## config.mk

```make
export PLATFORM = sky130hd
export DESIGN_NAME = lfsr_rand_gen_flat
export DESIGN_NICKNAME = d
export VERILOG_FILES = /design/src/rtl/lfsr_rand_gen_if.sv /design/src/rtl/lfsr_rand_gen.sv /design/src/flat_wrapper.sv
export SDC_FILE = /design/constraint.sdc
export NUM_CORES = 1
export LEC_CHECK = 0
export CAP_MARGIN = 20
export CELL_PAD_IN_SITES_DETAIL_PLACEMENT = 0
export CELL_PAD_IN_SITES_GLOBAL_PLACEMENT = 1
export CORE_ASPECT_RATIO = 1.2
export CORE_UTILIZATION = 33
export DETAILED_ROUTE_END_ITERATION = 10
export PLACE_DENSITY_LB_ADDON = 0.12
export SLEW_MARGIN = 20
export SYNTH_ARGS = -nofsm -noshare
export SYNTH_HDL_FRONTEND = slang
export SYNTH_SLANG_ARGS = --single-unit
```

## constraint.sdc

```tcl
create_clock -name clock_i -period 2.2 [get_ports clock_i]
set_clock_uncertainty 0.1 [all_clocks]
set_input_delay 0.22 -clock clock_i [delete_from_list [all_inputs] [get_ports clock_i]]
set_output_delay 0.22 -clock clock_i [all_outputs]
set_load 0.03 [all_outputs]
```

## src/rtl/lfsr_rand_gen_if.sv

```systemverilog
// Request/response bundle between a consumer and lfsr_rand_gen.
// Latency: n/a (wires only).
// Backpressure: consumer holds the result by withholding ack; generator holds rnd/valid/fallback.
//
// Signals:
//   req        consumer -> gen  request a new value (sampled in IDLE only)
//   limit      consumer -> gen  exclusive upper bound, captured with req; 0 = full range
//   ack        consumer -> gen  result consumed (sampled in HOLD only)
//   seed_load  consumer -> gen  load seed_value into the LFSR this cycle
//   seed_value consumer -> gen  new seed; zero is replaced by the reset seed
//   rnd        gen -> consumer  result, stable while valid
//   valid      gen -> consumer  rnd holds an unacknowledged result
//   fallback   gen -> consumer  rnd came from the retry-exhaustion path (value 0)
//   busy       gen -> consumer  generator is not idle
interface lfsr_rand_gen_if #(
  parameter int unsigned WIDTH = 16,
  parameter int unsigned OUT_W = 8
) ();

  logic             req;
  logic [OUT_W-1:0] limit;
  logic             ack;
  logic             seed_load;
  logic [WIDTH-1:0] seed_value;
  logic [OUT_W-1:0] rnd;
  logic             valid;
  logic             fallback;
  logic             busy;

  // Consumer side.
  modport master (
    output req, limit, ack, seed_load, seed_value,
    input  rnd, valid, fallback, busy
  );

  // Generator side.
  modport slave (
    input  req, limit, ack, seed_load, seed_value,
    output rnd, valid, fallback, busy
  );

endinterface

```

## src/rtl/lfsr_rand_gen.sv

```systemverilog
// Galois-LFSR random generator returning a value in [0, limit) per request via rejection sampling.
// Latency: req edge -> valid is 2 cycles on first-try accept, at most MAX_TRIES+1 cycles.
// Backpressure: result is held in HOLD (valid=1, rnd/fallback stable) until ack; req ignored until back in IDLE.
//
// Ports:
//   clock_i   system clock, all state on its rising edge
//   reset_ni  synchronous active-low reset
//   bus       lfsr_rand_gen_if.slave: req/limit/ack/seed_load/seed_value in, rnd/valid/fallback/busy out
module lfsr_rand_gen #(
  parameter int unsigned      WIDTH     = 16,
  parameter logic [WIDTH-1:0] TAPS      = 16'hB400,
  parameter logic [WIDTH-1:0] SEED      = 16'h00FF,
  parameter int unsigned      OUT_W     = 8,
  parameter int unsigned      MAX_TRIES = 16
) (
  input  logic          clock_i,
  input  logic          reset_ni,
  lfsr_rand_gen_if.slave bus
);

  // Counter must be able to hold 0..MAX_TRIES.
  localparam int unsigned TRIES_W = $clog2(MAX_TRIES + 1);
  // Value of tries at which the current rejection is the last one allowed.
  localparam logic [TRIES_W-1:0] LAST_TRY = TRIES_W'(MAX_TRIES - 1);

  typedef enum logic [1:0] {
    ST_IDLE = 2'd0,
    ST_DRAW = 2'd1,
    ST_HOLD = 2'd2
  } state_e;

  // ------------------------------------------------------------------
  // State
  // ------------------------------------------------------------------
  state_e             state_q, state_d;
  logic [WIDTH-1:0]   lfsr_q, lfsr_d;
  logic [OUT_W-1:0]   rnd_q, rnd_d;
  logic               fallback_q, fallback_d;
  logic [OUT_W-1:0]   limit_q, limit_d;
  logic [TRIES_W-1:0] tries_q, tries_d;

  // ------------------------------------------------------------------
  // Draw decision helpers
  // ------------------------------------------------------------------
  logic [OUT_W-1:0] cand;
  logic             accept;
  logic             exhausted;

  // The candidate is the registered LFSR value, so a seed loaded in one
  // cycle is the candidate examined in the next.
  assign cand      = lfsr_q[OUT_W-1:0];
  // A zero limit means the full OUT_W range, so every candidate passes.
  assign accept    = (limit_q == '0) || (cand < limit_q);
  assign exhausted = (tries_q == LAST_TRY);

  // ------------------------------------------------------------------
  // LFSR next value
  // ------------------------------------------------------------------
  always_comb begin
    lfsr_d = (lfsr_q >> 1) ^ (lfsr_q[0] ? TAPS : '0);
    // Seed load wins over the advance; a zero seed would lock the
    // register at zero forever, so it is replaced by the reset seed.
    if (bus.seed_load) begin
      lfsr_d = (bus.seed_value == '0) ? SEED : bus.seed_value;
    end
  end

  // ------------------------------------------------------------------
  // Process 1: state register (and datapath registers)
  // ------------------------------------------------------------------
  always_ff @(posedge clock_i) begin
    if (!reset_ni) begin
      state_q    <= ST_IDLE;
      lfsr_q     <= SEED;
      rnd_q      <= '0;
      fallback_q <= 1'b0;
      limit_q    <= '0;
      tries_q    <= '0;
    end else begin
      state_q    <= state_d;
      lfsr_q     <= lfsr_d;
      rnd_q      <= rnd_d;
      fallback_q <= fallback_d;
      limit_q    <= limit_d;
      tries_q    <= tries_d;
    end
  end

  // ------------------------------------------------------------------
  // Process 2: next-state logic
  // ------------------------------------------------------------------
  always_comb begin
    state_d = state_q;
    case (state_q)
      ST_IDLE: begin
        if (bus.req) begin
          state_d = ST_DRAW;
        end
      end
      ST_DRAW: begin
        // Either a usable candidate or the retry budget is spent.
        if (accept || exhausted) begin
          state_d = ST_HOLD;
        end
      end
      ST_HOLD: begin
        if (bus.ack) begin
          state_d = ST_IDLE;
        end
      end
      default: begin
        state_d = ST_IDLE;
      end
    endcase
  end

  // ------------------------------------------------------------------
  // Datapath next values, driven by the current state
  // ------------------------------------------------------------------
  always_comb begin
    rnd_d      = rnd_q;
    fallback_d = fallback_q;
    limit_d    = limit_q;
    tries_d    = tries_q;
    case (state_q)
      ST_IDLE: begin
        if (bus.req) begin
          limit_d    = bus.limit;
          tries_d    = '0;
          // fallback stays visible after ack until the next request.
          fallback_d = 1'b0;
        end
      end
      ST_DRAW: begin
        if (accept) begin
          rnd_d = cand;
        end else if (exhausted) begin
          rnd_d      = '0;
          fallback_d = 1'b1;
        end else begin
          tries_d = tries_q + 1'b1;
        end
      end
      default: begin
        // HOLD: everything held; rnd and fallback must stay stable.
      end
    endcase
  end

  // ------------------------------------------------------------------
  // Process 3: outputs
  // ------------------------------------------------------------------
  // valid is exactly "in HOLD": set on the DRAW->HOLD edge and dropped on
  // the ack edge, so it is low in the cycle after ack.
  always_comb begin
    bus.rnd      = rnd_q;
    bus.fallback = fallback_q;
    bus.valid    = (state_q == ST_HOLD);
    bus.busy     = (state_q != ST_IDLE);
  end

endmodule

```

## src/flat_wrapper.sv

```systemverilog
// flat-port wrapper written by rule: the top's interface ports become plain ports
module lfsr_rand_gen_flat 
#(
  parameter int unsigned      WIDTH     = 16,
  parameter logic [WIDTH-1:0] TAPS      = 16'hB400,
  parameter logic [WIDTH-1:0] SEED      = 16'h00FF,
  parameter int unsigned      OUT_W     = 8,
  parameter int unsigned      MAX_TRIES = 16
)
  (clock_i, reset_ni, bus_req, bus_limit, bus_ack, bus_seed_load, bus_seed_value, bus_rnd, bus_valid, bus_fallback, bus_busy);
  lfsr_rand_gen_if #(.WIDTH(WIDTH), .OUT_W(OUT_W)) bus_i ();
  input  logic clock_i;
  input  logic reset_ni;
  input wire logic [$bits(bus_i.req)-1:0] bus_req;
  input wire logic [$bits(bus_i.limit)-1:0] bus_limit;
  input wire logic [$bits(bus_i.ack)-1:0] bus_ack;
  input wire logic [$bits(bus_i.seed_load)-1:0] bus_seed_load;
  input wire logic [$bits(bus_i.seed_value)-1:0] bus_seed_value;
  output wire logic [$bits(bus_i.rnd)-1:0] bus_rnd;
  output wire logic [$bits(bus_i.valid)-1:0] bus_valid;
  output wire logic [$bits(bus_i.fallback)-1:0] bus_fallback;
  output wire logic [$bits(bus_i.busy)-1:0] bus_busy;
  assign bus_i.req = bus_req;
  assign bus_i.limit = bus_limit;
  assign bus_i.ack = bus_ack;
  assign bus_i.seed_load = bus_seed_load;
  assign bus_i.seed_value = bus_seed_value;
  assign bus_rnd = bus_i.rnd;
  assign bus_valid = bus_i.valid;
  assign bus_fallback = bus_i.fallback;
  assign bus_busy = bus_i.busy;
  lfsr_rand_gen #(.WIDTH(WIDTH), .TAPS(TAPS), .SEED(SEED), .OUT_W(OUT_W), .MAX_TRIES(MAX_TRIES)) u_core (.clock_i(clock_i), .reset_ni(reset_ni), .bus(bus_i));
endmodule
```

==> summary.md, run 1 <==
| Metric | Value |
|---|---|
| 1st-iter DRT viols | 49 |
| WP data arrival | 2150 ps |
| Crit end category | register |
| Initial antenna violation count | 0 |
| Clk slew on worst S/H paths | 90 ps |
| Crit path time final | 2034 ps |
| Worst r2r dst | u_core.tries_q[3] |
| Fin. Hold Viols | 0 |
| Die span in x | 69.62 µm |
| TritonCTS clock tree | done |
| First-pass GRT wire length | 7362 µm |
| Power per cell area | 742.2 mW/mm² |
| CTS sink cnt | 40 |
| Post-synthesis register bit count | 40 |
| Final Non-Filler Cells | 322 |
| Routed Antenna Nets | 0 |
| Hold Path Sink | u_core.lfsr_q[7] |
| Sequential area share after synthesis | 0.4423 |
| Initial Utilization | 0.3418 |
| Grt total ovfl | 0 |
| Setup crit start kind | register |
| Clock Path Buffers | 2 |
| Gpl congestion | 0.8185 |
| Nets | 297 |
| Share of layout cells above drive strength 1 | 0.1000 |
| Mapped Nets | 247 |
| Root buf cell | clkbuf_8 |
| Critical Path RT | 2320 ps |
| Worst r2r src | u_core.limit_q[7] |
| Hold Startpoint | u_core.lfsr_q[8] |
| Clock Latency Late Sink | 300 ps |
| ANT cells | 0 |
| Largest net degree at the start of global routing | 21 |
| RSZ-0062 raised after global routing | false |
| Port Buffer Count | 39 |
| TritonCTS Buffers | 5 |
| Area of the core | 0.005298 mm² |
| CP Class | register to register |
| Slew @ Worst Pin | 472.8 ps |
| Peak VDD IR | 0.3130 mV |
| Cell count after placement | 314 |
| Setup tns final | 0 ps |
| Area occupied by registers | 802.0 µm² |
| Hold Buf Count CTS | 0 |
| Row count | 29 |
| Fillers | 551 |
| Max-slew headroom | 0.6819 |
| Layout area overhead | 35.38% |
| Multi-input combinational cell area | 934.6 µm² |
| WL final | 4304 µm |
| Worst Path Max Fanout | 3 |
| Total GRT Usage | 0.1606 |
| Hold/Removal Path Class | register to register |
| WL/cell | 13.37 µm |
| DP HPWL | 3351 µm |
| Power Total | 1819 µW |
| Worst R2R Setup Slack | 170 ps |
| Final period util | 0.9245 |
| Leakage | 0.001005 µW |
| Synth Instances | 209 |
| Final core utilization | 0.4627 |
| Max cap viols | 0 |
| Slew Viols, Final | 0 |
| I/O Pins | 40 |
| FMAX | 491.6 MHz |
| H-tree levels | 2 |
| Reg2reg path depth | 7 |
| DIE AREA | 0.005788 mm² |
| # DRC | 0 |
| Die Ht | 83.14 µm |
| Mapped Area | 0.001810 mm² |
| Status | finished, final reports clean |
| Initial DRT Pass Iterations | 4 |
| Yosys warnings | 0 |
| Average via count per standard cell | 4.950 |
| Vias | 1594 |
| Post-Syn Area per Cell | 8.663 µm² |
| Endpoints failing setup | 0 |
| Yosys cell types | 31 |
| WHS Path Cells | 2 |
| Vias in the first global route | 1622 |
==> power breakdown <==
part	internal [µW]	switching, µW	total (µW)
Sequential	777	33.5	811
Combinational	189	216	405
Clock	336	268	604
==> flip-flops by register name (all words and copies together), names as in the netlist <==
signal,flops
u_core.bus.fallback,1
u_core.bus.rnd,8
u_core.lfsr_q,16
u_core.limit_q,8
u_core.state_q,2
u_core.tries_q,5
==> routing by layer <==
| layer | share of wire | up-vias | routed length, µm | GRT usage |
|---|---|---|---|---|
| met5 | 0 | - | 0 | 0 |
| met4 | 0.019 | 0 | 82 | 0.06364 |
| met3 | 0.032 | 8 | 137 | 0.03519 |
| met2 | 0.48 | 30 | 2082 | 0.2824 |
| met1 | 0.46 | 733 | 2000 | 0.1881 |
| li1 | - | 823 | - | - |
==> cell type report <==
| cell class | instances | share of cell area |
|---|---|---|
| Sequential cell | 40 | 0.3272 |
| Timing Repair Buffer | 52 | 0.1991 |
| Clock buffer | 5 | 0.02808 |
| Clock inverter | 3 | 0.01736 |
| Multi-Input combinational cell | 150 | 0.3813 |
| Tap cell | 62 | 0.03165 |
| Inverter | 10 | 0.01531 |
==> per-stage QoR <==
| step | cell area (µm²) | worst slack [ps] | hold slack [ps] |
|---|---|---|---|
| 2_1_floorplan | 1810 | 101.4 | 244.1 |
| 3_3_place_gp | 2335 | 112.3 | 337.7 |
| 3_5_place_dp | 2335 | 62.33 | 338.1 |
| 4_1_cts | 2446 | 67.10 | 361.1 |
| 5_1_grt | 2451 | 29.88 | 385.6 |
| 6_report | 2451 | 166.0 | 358.4 |
==> synth_stat cells, drive strengths merged <==
library cell,count,share of area
o21a,1,0.0041
and2,2,0.0069
inv,10,0.021
a2111o,1,0.0062
ha,9,0.062
nand2b,4,0.014
xnor2,3,0.015
a32o,2,0.011
o22ai,8,0.028
clkbuf,8,0.017
dfxtp,40,0.44
a211oi,1,0.0069
buf,1,0.0062
nand4,3,0.010
nor2,13,0.027
mux2i,13,0.072
or3,2,0.0069
nand2,45,0.097
nand3,3,0.0083
o211ai,3,0.012
a21oi,19,0.053
o21ai,4,0.011
nor2b,3,0.010
o31ai,1,0.0041
a32oi,1,0.015
or4,1,0.0041
and3,1,0.0035
xor2,1,0.0048
nor4,6,0.021
==> worst max-delay path by stage <==
stage                                 start                end  cells past startpoint
after floorplan           u_core.limit_q[7]  u_core.tries_q[3]                      7
after CTS                 u_core.limit_q[7]  u_core.tries_q[3]                      7
after detailed placement  u_core.limit_q[7]  u_core.tries_q[3]                      7
after global routing      u_core.limit_q[7]  u_core.tries_q[3]                      7
after global placement    u_core.limit_q[7]  u_core.tries_q[3]                      7
final                     u_core.limit_q[7]  u_core.tries_q[3]                      7
==> timing repair <==
item / CTS / global route
gates resized for setup: 0 / 2
setup buffers: 0 / 0
endpoints found under the setup margin: 0 / 3
==> worst max-delay path, cell delays in order (launching register included) <==
cell      delay, ps
dfxtp_2         340
inv_1            40
ha_1            310
nand4_1         120
a21oi_2         190
a32oi_4         130
or4_1           530
a211oi_2        210
==> cell usage in the layout, fill, tap and decap left out, drive strengths merged <==
cell           synthesis  layout
xor2                   1       1
clkinvlp               0       1
a2111o                 1       1
nor2b                  3       3
a211oi                 1       1
bufinv                 0       1
and2                   2       2
and3                   1       1
mux2i                 13      13
nand3                  3       3
or3                    2       2
ha                     9       9
o21ai                  4       4
or4                    1       1
o211ai                 3       3
xnor2                  3       3
clkdlybuf4s50          0      39
o31ai                  1       1
a32oi                  1       1
a32o                   2       2
clkbuf                 8       5
nand4                  3       3
clkinv                 0       1
a21oi                 19      19
o21a                   1       1
nor4                   6       6
dfxtp                 40      40
o22ai                  8       8
inv                   10      10
nor2                  13      13
buf                    1      13
nand2b                 4       4
nand2                 45      45
==> cells by family (layout without fill, tap and decap cells) <==
| logic type | Yosys count | in the layout | synth area share |
|---|---|---|---|
| AOI/OAI and AO/OA | 41 | 41 | 0.1513 |
| xor gates and xnor gates | 4 | 4 | 0.01935 |
| adders and majority gates | 9 | 9 | 0.06220 |
| buffers and inverters | 19 | 70 | 0.04354 |
| DFF | 40 | 40 | 0.4423 |
| muxes | 13 | 13 | 0.07187 |
| and+or+nand+nor | 83 | 83 | 0.2094 |
Note: power is estimated with default switching activity, not from simulation.
==> run 2: changes to the inputs <==
ABC_CLOCK_PERIOD_IN_PS = 2200   (was unset)
==> results of run 2 <==
Final layout, timing and power as in run 1 (identical DEF).
==> run 3: changes to the inputs <==
GPL_TIMING_DRIVEN = 0   (was unset)
MAX_ROUTING_LAYER = met4   (was unset)
==> run 3 against run 2 <==
- maximum frequency shrank 3.7%
- cell count shrank 0.62%
- largest cell class unchanged
- first-iteration DRC count grew 37%
==> summary.md, run 3 (synthesized netlist as in run 1, its figures left out) <==
| Metric | Value |
|---|---|
| Status | finished, final reports clean (unchanged) |
| Commonest non-fill, non-tap cell in the layout | nand2_1 (unchanged) |
| Row count | 29 (unchanged) |
| Port Buffer Count | 38 (was 39) |
| Critical path buffer and inverter count | 1 (unchanged) |
| Vias in the first global route | 1557 (was 1622) |
| CP peak stage delay | 530 ps (about the same) |
| Hold/Removal Path Class | input port to register (was register to register) |
| Slew @ Worst Pin | 575.2 ps (was 472.8 ps) |
| Endpoints failing setup | 0 (unchanged) |
| Total GRT Usage | 0.1595 (was 0.1606) |
| First-pass GRT wire length | 7251 µm (was 7362 µm) |
| Critical Path RT | 2320 ps (about the same) |
| Initial antenna violation count | 0 (unchanged) |
| H-tree levels | 2 (unchanged) |
| Layout area overhead | 36.77% (was 35.38%) |
| Max stage delay cell, worst path | or4_1 (unchanged) |
| Peak VDD IR | 0.3401 mV (was 0.3130 mV) |
| FMAX | 473.7 MHz (was 491.6 MHz) |
| Fillers | 550 (was 551) |
| Setup tns final | 0 ps (unchanged) |
| Clock Latency Late Sink | 290 ps (was 300 ps) |
| Crit end category | register (unchanged) |
| Hold Buf Count CTS | 0 (unchanged) |
| Worst Path Max Fanout | 3 (unchanged) |
| I/O Pins | 40 (unchanged) |
| # DRC | 0 (unchanged) |
| Multi-input combinational cell area | 942.2 µm² (was 934.6 µm²) |
| Leakage | 0.0009996 µW (was 0.001005 µW) |
| Slew Viols, Final | 0 (unchanged) |
| Max-slew headroom | 0.6157 (was 0.6819) |
| RSZ-0062 raised after global routing | true (was false) |
| Initial DRT Pass Iterations | 4 (unchanged) |
| Share of layout cells above drive strength 1 | 0.07364 (was 0.1000) |
| Crit path time final | 2111 ps (was 2034 ps) |
| Die span in x | 69.62 µm (unchanged) |
| Largest register by flop count | u_core.lfsr_q (unchanged) |
| Power per cell area | 829.3 mW/mm² (was 742.2 mW/mm²) |
| ANT cells | 0 (unchanged) |
| Most frequent cells in the layout | 44 x nand2_1, 38 x clkdlybuf4s50_1, 38 x dfxtp_1 (was 44 x nand2_1, 39 x clkdlybuf4s50_1, 39 x dfxtp_1) |
| DIE AREA | 0.005788 mm² (unchanged) |
| CP Class | register to register (unchanged) |
| Max FFs per register | 16 (unchanged) |
| Gpl congestion | 0.7124 (was 0.8185) |
| Largest net degree at the start of global routing | 14 (was 21) |
| Setup crit start kind | register (unchanged) |
| Final core utilization | 0.4674 (was 0.4627) |
| Area of the core | 0.005298 mm² (unchanged) |
| Grt total ovfl | 0 (unchanged) |
| Die Ht | 83.14 µm (unchanged) |
| CP Cell Sequence | inv_1 -> ha_1 -> nand4_1 -> a21oi_2 -> a32oi_4 -> or4_1 -> a211oi_2 (unchanged) |
| Area occupied by registers | 803.3 µm² (was 802.0 µm²) |
| Clk slew on worst S/H paths | 80 ps (was 90 ps) |
| WP data arrival | 2230 ps (was 2150 ps) |
| Average via count per standard cell | 5.003 (was 4.950) |
| Final period util | 0.9596 (was 0.9245) |
| Clock Path Buffers | 2 (unchanged) |
| Routed Antenna Nets | 0 (unchanged) |
| DP HPWL | 3266 µm (was 3351 µm) |
| TritonCTS Buffers | 5 (unchanged) |
| CTS sink cnt | 40 (unchanged) |
| WL final | 4206 µm (was 4304 µm) |
| Root buf cell | clkbuf_8 (unchanged) |
| Nets | 295 (was 297) |
| 1st-iter DRT viols | 67 (was 49) |
| Fin. Hold Viols | 0 (unchanged) |
| Initial Utilization | 0.3418 (unchanged) |
| WL/cell | 13.14 µm (was 13.37 µm) |
| Power Total | 2053 µW (was 1819 µW) |
| Worst Hold Margin | 331.6 ps (was 358.4 ps) |
| Vias | 1601 (was 1594) |
| Crit-path leading delay family | simple AND/OR/NAND/NOR gates (unchanged) |
| Max cap viols | 0 (unchanged) |
| TritonCTS clock tree | done (unchanged) |
[run 3: what timing repair did]
action | CTS | global route
endpoints found under the setup margin | 1 | 2
resized for setup | 1 | 4
setup buffers | 2 | 1
pin swaps | 1 | 1
[run 3: path summary, 6_finish.rpt]
path	start	endpoint	slack, ps	cells after the start
hold / removal	bus_seed_load	u_core.lfsr_q[13]	330	3
hold reg to reg	u_core.lfsr_q[8]	u_core.lfsr_q[7]	360	2
setup / recovery	u_core.limit_q[7]	u_core.tries_q[3]	90	7
setup reg to reg	u_core.limit_q[7]	u_core.tries_q[3]	90	7
[run 3: where the power goes]
group	internal, µW	leakage, µW	switching, µW	total [µW]
logic	195	0.000592	220	415
clock network	567	0.0000784	261	828
registers	777	0.000329	33.2	811
total	1540	0.00100	514	2050
[run 3: layer usage]
layer / vias to the layer above / part of all wire / track usage
met1: 748 / 0.45 / 0.1854
met3: 4 / 0.040 / 0.03641
li1: 816 / - / -
met4: 0 / 0.0095 / 0.04909
met5: - / 0 / -
met2: 33 / 0.50 / 0.2727
[run 3: layout make-up]
| cell class | count | area share |
|---|---|---|
| multi-input combinational | 150 | 0.3805 |
| sequential | 40 | 0.3244 |
| timing repair buffer | 41 | 0.1678 |
| clock inverter | 3 | 0.03638 |
| tap | 62 | 0.03133 |
| clock buffer | 5 | 0.02779 |
| buffer | 9 | 0.01668 |
| inverter | 10 | 0.01516 |
[run 3: tightest hold or removal path: cells and delay by family]
family / cells / cell delay, ps
buffers and inverters: 1 / 220
AND/OR/NAND/NOR: 1 / 40
AO/OA/AOI/OAI: 1 / 200
[run 3: through the flow]
stage / instance area [µm²] / setup slack [ps] / cells
floorplan: 1810 / 101.4 / 209
finish: 2476 / 88.97 / 320
global route: 2476 / -6.538 / 320
global placement: 2268 / -106.0 / 309
detailed placement: 2268 / -102.5 / 309
CTS: 2459 / 5.501 / 319
